[config.mk]
export PLATFORM = sky130hd
export DESIGN_NAME = result_display_seq_flat
export DESIGN_NICKNAME = d
export VERILOG_FILES = /design/src/rtl/result_display_seq_pkg.sv /design/src/rtl/result_display_seq_if.sv /design/src/rtl/result_display_seq_bin2bcd.sv /design/src/rtl/result_display_seq.sv /design/src/flat_wrapper.sv
export SDC_FILE = /design/constraint.sdc
export NUM_CORES = 1
export LEC_CHECK = 0
export BUFFER_PORTS_ARGS = -buffer_cell sky130_fd_sc_hd__buf_4
export CORE_ASPECT_RATIO = 0.75
export CORE_MARGIN = 2
export CORE_UTILIZATION = 55
export DETAILED_ROUTE_END_ITERATION = 8
export GPL_TIMING_DRIVEN = 0
export PLACE_DENSITY = 0.83
export SYNTH_ARGS = -nofsm -noshare
export SYNTH_HDL_FRONTEND = slang
export SYNTH_HIERARCHICAL = 1
export SYNTH_SLANG_ARGS = --single-unit
[constraint.sdc]
create_clock -name clk -period 2.6 [get_ports clk]
set_input_delay 0.13 -clock clk [delete_from_list [all_inputs] [get_ports clk]]
set_output_delay 0.13 -clock clk [all_outputs]
set_load 0.01 [all_outputs]
[src/rtl/result_display_seq_pkg.sv]
// Shared widths, FSM encoding and the double-dabble step used by the
// result display sequencer and its BCD converter.
package conv_pkg;
    localparam int RES_W   = 8;
    localparam int BCD_W   = 12;
    localparam int DWELL_W = 24;
    localparam int NUM_RES = 4;
    localparam int SH_W    = BCD_W + RES_W;

    typedef enum logic [1:0] {
        ST_IDLE    = 2'd0,
        ST_CONVERT = 2'd1,
        ST_SHOW    = 2'd2,
        ST_FINISH  = 2'd3
    } state_t;

    // One shift-add-3 iteration over {bcd, bin}: bump digits >= 5, then shift left.
    function automatic logic [SH_W-1:0] dabble_step(input logic [SH_W-1:0] sh);
        logic [SH_W-1:0] t;
        t = sh;
        for (int d = 0; d < BCD_W/4; d++) begin
            if (t[RES_W+4*d +: 4] >= 4'd5)
                t[RES_W+4*d +: 4] = t[RES_W+4*d +: 4] + 4'd3;
        end
        return {t[SH_W-2:0], 1'b0};
    endfunction
endpackage

[src/rtl/result_display_seq_if.sv]
// Control/data bundle between the convolution controller and the display sequencer.
interface result_display_seq_if;
    import conv_pkg::*;

    logic             load;
    logic             abort;
    logic [RES_W-1:0] res_11;
    logic [RES_W-1:0] res_12;
    logic [RES_W-1:0] res_21;
    logic [RES_W-1:0] res_22;
    logic             busy;
    logic             disp_valid;
    logic [1:0]       disp_idx;
    logic [RES_W-1:0] disp_bin;
    logic [BCD_W-1:0] disp_bcd;
    logic             done;

    modport master (
        output load, abort, res_11, res_12, res_21, res_22,
        input  busy, disp_valid, disp_idx, disp_bin, disp_bcd, done
    );

    modport slave (
        input  load, abort, res_11, res_12, res_21, res_22,
        output busy, disp_valid, disp_idx, disp_bin, disp_bcd, done
    );
endinterface

[src/rtl/result_display_seq_bin2bcd.sv]
// Sequential 8-bit binary to 3-digit BCD: one setup cycle, then one
// shift-add-3 iteration per cycle; done pulses with the last iteration.
module bin2bcd_seq
    import conv_pkg::*;
(
    input  logic             clk,
    input  logic             rst,
    input  logic             i_clr,
    input  logic             i_start,
    input  logic [RES_W-1:0] i_bin,
    output logic             o_busy,
    output logic             o_done,
    output logic [BCD_W-1:0] o_bcd
);
    logic [SH_W-1:0] r_sh;
    logic [3:0]      r_cnt;
    logic            r_busy;
    logic            r_done;

    always_ff @(posedge clk) begin
        if (rst || i_clr) begin
            r_sh   <= '0;
            r_cnt  <= '0;
            r_busy <= 1'b0;
            r_done <= 1'b0;
        end else begin
            r_done <= 1'b0;
            if (i_start) begin
                r_sh   <= {{BCD_W{1'b0}}, i_bin};
                r_cnt  <= '0;
                r_busy <= 1'b1;
            end else if (r_busy) begin
                r_sh  <= dabble_step(r_sh);
                r_cnt <= r_cnt + 4'd1;
                if (r_cnt == 4'(RES_W-1)) begin
                    r_busy <= 1'b0;
                    r_done <= 1'b1;
                end
            end
        end
    end

    assign o_busy = r_busy;
    assign o_done = r_done;
    assign o_bcd  = r_sh[SH_W-1:RES_W];
endmodule

[src/rtl/result_display_seq.sv]
// Captures four 2x2 convolution results and shows each in turn (binary and
// BCD) for DWELL_CYCLES cycles, optionally cycling until aborted.
module result_display_seq
    import conv_pkg::*;
#(
    parameter int DWELL_CYCLES = 16,
    parameter int REPEAT       = 0
)(
    input logic                 clk,
    input logic                 rst,
    result_display_seq_if.slave bus
);
    localparam logic [DWELL_W-1:0] DWELL_LAST = DWELL_W'(DWELL_CYCLES - 1);

    state_t                         r_state;
    state_t                         w_next;
    logic [NUM_RES-1:0][RES_W-1:0]  r_res;
    logic [1:0]                     r_idx;
    logic [DWELL_W-1:0]             r_dwell;
    logic                           r_start;
    logic                           r_busy;
    logic                           r_valid;
    logic                           r_done;
    logic [1:0]                     r_disp_idx;
    logic [RES_W-1:0]               r_disp_bin;
    logic [BCD_W-1:0]               r_disp_bcd;
    logic                           w_conv_busy;
    logic                           w_conv_done;
    logic [BCD_W-1:0]               w_conv_bcd;
    logic                           w_dwell_end;

    assign w_dwell_end = (r_dwell == DWELL_LAST);

    bin2bcd_seq u_bcd (
        .clk     (clk),
        .rst     (rst),
        .i_clr   (bus.abort),
        .i_start (r_start & ~w_conv_busy),
        .i_bin   (r_res[r_idx]),
        .o_busy  (w_conv_busy),
        .o_done  (w_conv_done),
        .o_bcd   (w_conv_bcd)
    );

    always_ff @(posedge clk) begin
        if (rst) r_state <= ST_IDLE;
        else     r_state <= w_next;
    end

    always_comb begin
        w_next = r_state;
        case (r_state)
            ST_IDLE:    if (bus.load) w_next = ST_CONVERT;
            ST_CONVERT: if (w_conv_done) w_next = ST_SHOW;
            ST_SHOW: begin
                if (w_dwell_end)
                    w_next = (r_idx != 2'd3 || REPEAT != 0) ? ST_CONVERT : ST_FINISH;
            end
            ST_FINISH:  w_next = ST_IDLE;
            default:    w_next = ST_IDLE;
        endcase
        if (bus.abort) w_next = ST_IDLE;
    end

    // Status outputs are registered from the next state so they line up with it.
    always_ff @(posedge clk) begin
        if (rst) begin
            r_res      <= '0;
            r_idx      <= '0;
            r_dwell    <= '0;
            r_start    <= 1'b0;
            r_busy     <= 1'b0;
            r_valid    <= 1'b0;
            r_done     <= 1'b0;
            r_disp_idx <= '0;
            r_disp_bin <= '0;
            r_disp_bcd <= '0;
        end else begin
            r_start <= 1'b0;
            r_busy  <= (w_next != ST_IDLE);
            r_valid <= (w_next == ST_SHOW);
            r_done  <= (w_next == ST_FINISH);
            if (r_state == ST_IDLE && w_next == ST_CONVERT) begin
                r_res   <= {bus.res_22, bus.res_21, bus.res_12, bus.res_11};
                r_idx   <= '0;
                r_start <= 1'b1;
            end
            if (r_state == ST_CONVERT && w_next == ST_SHOW) begin
                r_disp_idx <= r_idx;
                r_disp_bin <= r_res[r_idx];
                r_disp_bcd <= w_conv_bcd;
                r_dwell    <= '0;
            end
            if (r_state == ST_SHOW) begin
                r_dwell <= r_dwell + DWELL_W'(1);
                if (w_next == ST_CONVERT) begin
                    r_idx   <= r_idx + 2'd1;
                    r_start <= 1'b1;
                end
            end
        end
    end

    assign bus.busy       = r_busy;
    assign bus.disp_valid = r_valid;
    assign bus.disp_idx   = r_disp_idx;
    assign bus.disp_bin   = r_disp_bin;
    assign bus.disp_bcd   = r_disp_bcd;
    assign bus.done       = r_done;
endmodule
[src/flat_wrapper.sv]
// flat-port wrapper written by rule: the top's interface ports become plain ports
module result_display_seq_flat import conv_pkg::*;
#(
    parameter int DWELL_CYCLES = 16,
    parameter int REPEAT       = 0
)
  (clk, rst, bus_load, bus_abort, bus_res_11, bus_res_12, bus_res_21, bus_res_22, bus_busy, bus_disp_valid, bus_disp_idx, bus_disp_bin, bus_disp_bcd, bus_done);
  result_display_seq_if bus_i ();
  input logic clk;
  input logic rst;
  input wire logic [$bits(bus_i.load)-1:0] bus_load;
  input wire logic [$bits(bus_i.abort)-1:0] bus_abort;
  input wire logic [$bits(bus_i.res_11)-1:0] bus_res_11;
  input wire logic [$bits(bus_i.res_12)-1:0] bus_res_12;
  input wire logic [$bits(bus_i.res_21)-1:0] bus_res_21;
  input wire logic [$bits(bus_i.res_22)-1:0] bus_res_22;
  output wire logic [$bits(bus_i.busy)-1:0] bus_busy;
  output wire logic [$bits(bus_i.disp_valid)-1:0] bus_disp_valid;
  output wire logic [$bits(bus_i.disp_idx)-1:0] bus_disp_idx;
  output wire logic [$bits(bus_i.disp_bin)-1:0] bus_disp_bin;
  output wire logic [$bits(bus_i.disp_bcd)-1:0] bus_disp_bcd;
  output wire logic [$bits(bus_i.done)-1:0] bus_done;
  assign bus_i.load = bus_load;
  assign bus_i.abort = bus_abort;
  assign bus_i.res_11 = bus_res_11;
  assign bus_i.res_12 = bus_res_12;
  assign bus_i.res_21 = bus_res_21;
  assign bus_i.res_22 = bus_res_22;
  assign bus_busy = bus_i.busy;
  assign bus_disp_valid = bus_i.disp_valid;
  assign bus_disp_idx = bus_i.disp_idx;
  assign bus_disp_bin = bus_i.disp_bin;
  assign bus_disp_bcd = bus_i.disp_bcd;
  assign bus_done = bus_i.done;
  result_display_seq #(.DWELL_CYCLES(DWELL_CYCLES), .REPEAT(REPEAT)) u_core (.clk(clk), .rst(rst), .bus(bus_i));
endmodule
-- After elaboration in Yosys (flattened, before gate mapping)
Index checks and enable logic that the tools add are counted.
- register bits after elaboration: 112
- output and inout port bits: 25
- word-level logic and storage cells: 74
- add/subtract/negate cells: 6
- magnitude comparators: 4
- eq/ne operators: 9
- muxes and demuxes: 25
- bitwise logic cells: 2
- reduce and logical (&&, ||, !) cells: 9
- operators by type and width (kind ; count):
    2-to-1 mux 24 bit ; 2
    adder 24 x 1 -> 24 bit, second input constant ; 1
    == test 24 x 4 -> 1 bit, second input constant ; 1
    2-to-1 mux 8 bit ; 3
    binary-select mux 8 bit (select 2 bit) ; 1
    2-to-1 mux 2 bit ; 8
    >= comparator 4 x 3 -> 1 bit, second input constant ; 3
    adder 4 x 2 -> 4 bit, second input constant ; 2
    == test 2 bit, second input constant ; 4
    2-to-1 mux 4 bit ; 2
    case mux 2 bit (4 select lines) ; 1
    2-to-1 mux 1 bit ; 7
    nonzero test 2 bit ; 3
    adder 4 x 1 -> 4 bit, second input constant ; 1
    == test 2 x 1 -> 1 bit, second input constant ; 2
    == test 4 x 3 -> 1 bit, second input constant ; 1
    adder 3 x 2 -> 3 bit, second input constant ; 1
    less-than comparator 2 x 3 -> 1 bit, second input constant ; 1
    2-to-1 mux 3 bit ; 1
    OR reduction 3 bit ; 1
    adder 2 x 1 -> 2 bit, second input constant ; 1
    logical AND 1 bit ; 2
    logical NOT 2 bit ; 1
    inequality test 2 bit, second input constant ; 1
    4 further kinds ; 4

-- Logic depth before layout (Yosys ltp)
Gate-level depths: netlist of run 1.
- word-level depth: 10
- depth in mapped cells: 6

-- By module
Netlist of run 1, hierarchy kept.
- by module, submodules not included (module ; instances ; cells each ; area an instance (um2) ; sequential area each (um2)):
    result_display_seq ; 1 ; 448 ; 3717.3 ; 1721.7
    bin2bcd_seq ; 1 ; 161 ; 1371.3 ; 520.5

-- Least setup slack after synthesis of run 1
No wires, ideal clock.
- path type: register to register
- start point: register u_core.r_dwell[6]
- end point: register u_core.r_dwell[22]
- setup time: 70 ps
- arrival: 1864 ps
- required time: 2530 ps
- slack: 666 ps
- cell stages (with the launch flop): 6
- cells stage by stage: dfxtp_1 -> nand4_4 -> or4_4 -> buf_6 -> or4_1 -> a21oi_1
- longest elaborated chain between the ends: 7
- elaborated cells between the ends (all ways): 9
- those cells by class: 1 x add/sub; 2 x eq/ne; 4 x mux; 2 x reduce/logical
- RTL lines (element ; RTL line ; RTL):
    start: declaration ; result_display_seq.sv:19 ; logic [DWELL_W-1:0] r_dwell;
    start signal: assignment ; result_display_seq.sv:95 ; r_dwell <= r_dwell + DWELL_W'(1);
    == test 24 x 4 -> 1 bit ; result_display_seq.sv:32 ; assign w_dwell_end = (r_dwell == DWELL_LAST);
    2-to-1 mux 2 bit ; result_display_seq.sv:56 ; if (w_dwell_end)
    case mux 2 bit (4 select lines) ; result_display_seq.sv:52 ; case (r_state)
    2-to-1 mux 2 bit ; result_display_seq.sv:62 ; if (bus.abort) w_next = ST_IDLE;
    == test 2 bit ; result_display_seq.sv:88 ; if (r_state == ST_CONVERT && w_next == ST_SHOW) begin
    logical AND 1 bit ; result_display_seq.sv:88 ;
    nonzero test 2 bit (no line) ; - ;
Parallel ways exist; a longest one is shown, timed or not.
A chain may end at the register's enable or synchronous reset.

-- Worst setup path after layout of run 1
- start point: register u_core.r_state[0]
- end point: register u_core.r_disp_bin[2], in the netlist u_core/bus.disp_bin[2]
- longest elaborated chain between the ends: 5
- elaborated cells between the ends (all ways): 11
- those cells by class: 4 x eq/ne; 5 x mux; 2 x reduce/logical
- RTL lines (element ; RTL line ; RTL):
    start: declaration ; result_display_seq.sv:15 ; state_t r_state;
    start signal: assignment ; result_display_seq.sv:47 ; else r_state <= w_next;
    == test 2 bit (tied with other cells) ; result_display_seq.sv:52 ;
    case mux 2 bit (4 select lines) ; result_display_seq.sv:52 ;
    2-to-1 mux 2 bit ; result_display_seq.sv:62 ;
    == test 2 bit ; result_display_seq.sv:88 ;
    logical AND 1 bit (*) ; result_display_seq.sv:88 ;
    end signal: assignment ; result_display_seq.sv:90 ; r_disp_bin <= r_res[r_idx];
    end: declaration ; result_display_seq.sv:25 ; logic [RES_W-1:0] r_disp_bin;
Mark *: on every way between the ends. The rest lies on a longest branch, timed or not.

==> results of run 1 <==
==> cell families after synthesis <==
family | Yosys count
xor gates and xnor gates | 7
muxes | 21
and+or+nand+nor | 270
AOI/OAI and AO/OA | 128
adders and majority gates | 9
buffers and inverters | 62
DFF | 112
==> per-layer routing <==
metal  global-route usage, %  wire (um)
met1                   36.94       5591
met4                   8.543        251
met5                       0          0
met2                   42.03       5875
met3                   6.402       1176
==> cells in the final DEF (no fill, tap or decap), drive strengths merged, types with 3 or more instances in the layout <==
master  synthesis  routed
a21oi          94      94
a31oi           3       3
and4            3       3
buf            20      81
clkbuf         34      42
dfxtp         112     112
ha              9       9
inv             8      10
mux2i          11      11
mux4            8       8
nand2         125     125
nand2b          7       7
nand3          13      13
nand3b          9       9
nand4          16      16
nor2           37      37
nor3           11      11
nor3b           6       6
nor4           10      10
o211ai          5       5
o21ai          12      12
o311ai          8       8
or3             8       8
or4             6       6
or4b            7       7
xnor2           3       3
xor2            4       4
==> flip-flops by register name, indices dropped and copies added, names as in the netlist <==
signal,flops
u_core/r_state,2
u_core/u_bcd/r_sh,20
u_core/r_dwell,24
u_core/u_bcd/o_done,1
u_core/r_idx,2
u_core/bus.disp_bin,8
u_core/bus.disp_idx,2
u_core/r_start,1
u_core/bus.done,1
u_core/u_bcd/o_busy,1
u_core/u_bcd/r_cnt,4
u_core/bus.disp_bcd,12
u_core/bus.busy,1
u_core/bus.disp_valid,1
u_core/r_res,32
==> power breakdown <==
group          total, uW  internal (uW)  switching, uW
clock               1460            845            616
sequential          1760           1740           14.6
combinational        188           79.7            108
==> layout make-up <==
type	instances	share of cell area, %
Tap cell	112	2.335
Sequential cell	112	37.36
Clock buffer	9	3.752
Inverter	8	0.5003
Buffer	54	4.565
Timing Repair Buffer	60	7.505
Multi-Input combinational cell	435	42.48
Clock inverter	6	1.501
==> critical path, stage by stage, from the launching register on <==
cell and delay (ns):
dfxtp_1 0.36, buf_2 0.22, nor4bb_2 0.48, clkbuf_2 0.35, buf_1 0.48, nand2_1 0.20, a21oi_1 0.17
==> per-stage QoR <==
stage | total power [uW] | hold slack [ns] | area, um^2 | util [%] | instances
final | 3403 | 0.02888 | 6002 | 66.63 | 796
after CTS | 3419 | 0.02323 | 6001 | 66.61 | 796
after global placement | 1971 | 0.3764 | 5679 | 63.04 | 781
after global routing | 3517 | 0.02771 | 6002 | 66.63 | 796
after detailed placement | 1978 | 0.3878 | 5679 | 63.04 | 781
after floorplan | 1894 | 0.2660 | 5089 | - | 609
==> worst paths after layout <==
path | from | end | slack (ns) | cells after the start
worst min register to register | u_core/bus.disp_bcd[0] | u_core/bus.disp_bcd[0] | 0.46 | 2
worst max register to register | u_core/r_state[0] | u_core/bus.disp_bin[2] | 0.26 | 6
worst max-delay path | u_core/r_state[0] | u_core/bus.disp_bin[2] | 0.26 | 6
worst min-delay path | bus_res_12[5] | u_core/r_res[13] | 0.03 | 3
==> timing repair <==
| action | CTS | global route |
|---|---|---|
| resized for setup | 1 | 3 |
| endpoints found under the hold margin | 0 | 0 |
| endpoints found under the setup margin | 1 | 1 |
==> impl_metrics.tcl, run 1 <==
set metrics [dict create \
    post_cts_buffers 0 \
    period_needed_ns 2.345 \
    via_count 4760 \
    status "finished clean" \
    syn2layout_area_growth_pct 17.95 \
    ys_top_cells_by_count "nand2_1 (125), dfxtp_1 (112), a21oi_1 (94)" \
    wl_per_cell_um 16.20 \
    synth_ff_type "dfxtp_1" \
    clock_path_buffers 2 \
    ios 61 \
    hold_viol_final 0 \
    grt_use_total_pct 26.87 \
    synth_compound_area_share_pct 13.84 \
    worstSetupPathType "reg2reg" \
    slew_headroom_pct 30.15 \
    power.density_mw_per_mm2 567.1 \
    synth_most_common_cell "nand2_1" \
    num_antenna_cells 0 \
    ir_drop_mv 0.2954 \
    dieArea_mm2 0.01005 \
    synth_edf_count 0 \
    pre_cts_slack_ns -0.01109 \
    insertion_delay_ns 0.34 \
    vias_per_cell 5.980 \
    cts.clk_slew.worst_paths_ns 0.08 \
    synth_fa_ha_area_share_pct 2.213 \
    wirelength_mm 12.90 \
    synth_area_leaders "dfxtp_1 (44%), a21oi_1 (9.2%), nand2_1 (9.2%)" \
    yosysTopAreaCell "dfxtp_1" \
    grt_pass1_wl_mm 21.45 \
    antenna_found_initial 0 \
    hold_path_class "in2reg" \
    drv_cap 0 \
    drc_errors 0 \
    syn_nets 654 \
    synth_cell_types 52 \
    fillers 745 \
    synthArstFlopShare_pct 0 \
    crit_fanout 10 \
    htree_num_levels 3 \
    rows 30 \
    netlist_instances 609 \
    die_h_um 87.30 \
    p_leak_uw 0.002156 \
    drtIter0Drc 473 \
    cp-end-kind "flop" \
    start_kind "flop" \
    synth_xor_area_share_pct 1.205 \
    cp_data_required_time_ns 2.86 \
    yosysWarnings 6 \
    nets 725 \
    syn_avg_cell_area_um2 8.356 \
    core_area_mm2 0.009009 \
    cts_hold_buf 0 \
    mappedNetlistArea_mm2 0.005089 \
    setup_viol 0 \
    cts.sinks 112 \
    grt_pass1_vias 4461 \
    drtAntennaViolNets 0 \
    layout_setup_ws_ns 0.2554 \
    chipWidth_um 115.1 \
    area.sequential_mm2 0.002242 \
    ys_ff_latch 112 \
    first_pass_iters 6 \
    dp_hpwl_mm 9.125 \
    cts-root-buf "clkbuf_16" \
    multi_input_area_mm2 0.002550 \
    worstMarginPinSlew_ns 1.045 \
    synth.area.mux_share_pct 6.147 \
    critPathArrivalTime_ns 2.61 \
    tns_ns 0 \
    synth-simple-area-share_pct 26.58 \
    period_share_pct 90.18 \
    finalMaxSlewViolations 0 \
    ys_seq_area_share_pct 44.06 \
    finClkSkew_ns 0.01088 \
    cts-buffers-inserted 9 \
    synth_top_area_share_pct 44.06 \
    gp_congestion 0.9432 \
    rsz0062_at_grt "no" \
    initial_utilization_pct 56.49 \
    grt_max_degree 19 \
    grt_overflow 0 \
    fmax_ghz 0.4265 \
    layout-drive-gt1-share_pct 16.96 \
    cts_tree "yes" \
    io_buffers 60 \
    synth_top_family_by_area "simple AND/OR/NAND/NOR gates" \
]
Power figures use the tool's default switching activity.
==> run 2, diff against run 1 <==
--- a/config.mk
+++ b/config.mk
@@ -6,11 +6,13 @@
 export NUM_CORES = 1
 export LEC_CHECK = 0
 export BUFFER_PORTS_ARGS = -buffer_cell sky130_fd_sc_hd__buf_4
+export CAP_MARGIN = 30
 export CORE_ASPECT_RATIO = 0.75
 export CORE_MARGIN = 2
 export CORE_UTILIZATION = 55
 export DETAILED_ROUTE_END_ITERATION = 8
 export GPL_TIMING_DRIVEN = 0
+export MAX_ROUTING_LAYER = met4
 export PLACE_DENSITY = 0.83
 export SYNTH_ARGS = -nofsm -noshare
 export SYNTH_HDL_FRONTEND = slang
==> run 2 against run 1 <==
Routed wire length is 2.6% lower. Clock skew is 0.0059 ns lower. First-iteration DRC count is 26% lower. Critical path depth stayed put. Hold slack worse by 0.0054 ns. Critical path type unchanged. Critical endpoint unchanged.
==> impl_metrics.tcl, run 2 (synthesis gave the netlist of run 1 again) <==
set metrics [dict create \
    critical-path-top-delay-family "buffers and inverters" \
    initial_utilization_pct 56.49 \
    p_leak_uw 0.002134 \
    power.density_mw_per_mm2 540.8 \
    final_util_pct 66.15 \
    grt_pass1_vias 4208 \
    cts-root-buf "clkbuf_16" \
    hold_viol_final 0 \
    worst-path-buf-inv 3 \
    fmax_ghz 0.4243 \
    slowest_delay_ns 0.52 \
    clock_path_buffers 2 \
    final_cells 796 \
    layout-drive-gt1-share_pct 16.96 \
    setup_viol 0 \
    vias_per_cell 5.892 \
    layout_commonest_cell "nand2_1" \
    post_dp_cell_area_mm2 0.005679 \
    dp_cells 781 \
    worstSetupPathType "reg2reg" \
    gp_congestion 0.9589 \
    cts.sinks 112 \
    wl_per_cell_um 15.78 \
    htree_num_levels 3 \
    antenna_found_initial 0 \
    met1_length_mm 5.621 \
    whs_ns 0.02344 \
    hold_path_class "in2reg" \
    start_kind "flop" \
    cts_hold_buf 0 \
    ios 61 \
    worstMarginPinSlew_ns 1.011 \
    finClkSkew_ns 0.004947 \
    dp_hpwl_mm 9.049 \
    slew_headroom_pct 32.45 \
    met2WireLength_mm 5.748 \
    cts.clk_slew.worst_paths_ns 0.07 \
    critical_path.slowest_cell "nor4bb_2" \
    syn2layout_area_growth_pct 17.11 \
    grt_max_degree 18 \
    num_antenna_cells 0 \
    period_share_pct 90.65 \
    drtIter0Drc 350 \
    largest_register_ffs 32 \
    drtAntennaViolNets 0 \
    regMostFlops "u_core/r_res" \
    cp-end-kind "flop" \
    drv_cap 0 \
    top_layer "met4" \
    reg.largest.list "u_core/r_res: 32 flops, u_core/r_dwell: 24 flops, u_core/u_bcd/r_sh: 20 flops" \
    period_needed_ns 2.357 \
    ir_drop_mv 0.3976 \
    grt_use_total_pct 26.55 \
    critPathArrivalTime_ns 2.63 \
    drc_errors 0 \
    first_pass_iters 5 \
    dieArea_mm2 0.01005 \
    nets 725 \
    layout_common_cells "nand2_1 (125), dfxtp_1 (112), a21oi_1 (94)" \
    crit_fanout 10 \
    finalMaxSlewViolations 0 \
    via_count 4690 \
    post_cts_buffers 0 \
    chipWidth_um 115.1 \
    insertion_delay_ns 0.35 \
    layout_setup_ws_ns 0.2431 \
    cts-buffers-inserted 9 \
    wirelength_mm 12.56 \
    pre_cts_slack_ns -0.04053 \
    cp_data_required_time_ns 2.87 \
    die_h_um 87.30 \
    rows 30 \
    wl_met3_mm 1.093 \
    core_area_mm2 0.009009 \
    cts_tree "yes" \
    final_cell_area_mm2 0.005959 \
    rsz0062_at_grt "no" \
    status "finished clean" \
    grt_pass1_wl_mm 20.36 \
    path_cells "buf_2 -> nor4bb_2 -> clkbuf_2 -> clkbuf_1 -> nand2_1 -> a21oi_1" \
    grt_overflow 0 \
    io_buffers 60 \
]
-- run 2: cell count changes in the layout (fill, tap and decap cells not counted), sizes merged --
| cell | previous run | this run |
|---|---|---|
| bufinv | 2 | 0 |
| clkinvlp | 1 | 2 |
| buf | 81 | 80 |
| clkinv | 1 | 3 |
| inv | 10 | 8 |
| clkbuf | 42 | 44 |
-- run 2: through the flow --
stage          power, uW  TNS (ns)
2_1_floorplan       1894         0
3_3_place_gp        1971         0
3_5_place_dp        1977  -0.04053
4_1_cts             3236         0
5_1_grt             3329         0
6_report            3223         0
-- run 2: worst min-delay path: stages --
cell and delay, ns:
buf_4 0.11, nand2_1 0.05, a21oi_1 0.05
-- run 2: area by class of cell --
class / count / area [um^2]
Timing Repair Buffer: 60 / 450.4
Clock buffer: 10 / 239.0
Tap cell: 112 / 140.1
Multi-Input combinational cell: 435 / 2550
Sequential cell: 112 / 2242
Fill cell: 748 / 3049
Clock inverter: 5 / 33.78
Buffer: 54 / 274.0
Inverter: 8 / 30.03
-- run 2: worst paths after layout --
check                                  startpoint                endpoint  slack [ns]  cells past startpoint
worst min register to register   u_core/r_res[12]        u_core/r_res[12]        0.45                      2
worst max register to register  u_core/r_state[0]  u_core/bus.disp_bin[2]        0.24                      6
worst max-delay path            u_core/r_state[0]  u_core/bus.disp_bin[2]        0.24                      6
worst min-delay path                bus_res_12[5]        u_core/r_res[13]        0.02                      3
-- run 2: power by group --
part / internal (uW) / total (uW) / switching (uW)
Combinational: 79.7 / 186 / 107
Clock: 669 / 1280 / 613
Sequential: 1740 / 1760 / 14.1
Total: 2490 / 3220 / 733
-- run 2: repair_timing --
item                       4_1_cts  5_1_grt
setup endpoints to repair        1        1
pin swaps                        0        0
gates resized for setup          1        2
-- run 2: metal layers --
metal | vias to the layer above | track usage [%]
li1 | 2283 | -
met1 | 2175 | 35.05
met2 | 220 | 41.50
met3 | 12 | 6.820
met4 | 0 | 5.696
met5 | - | -
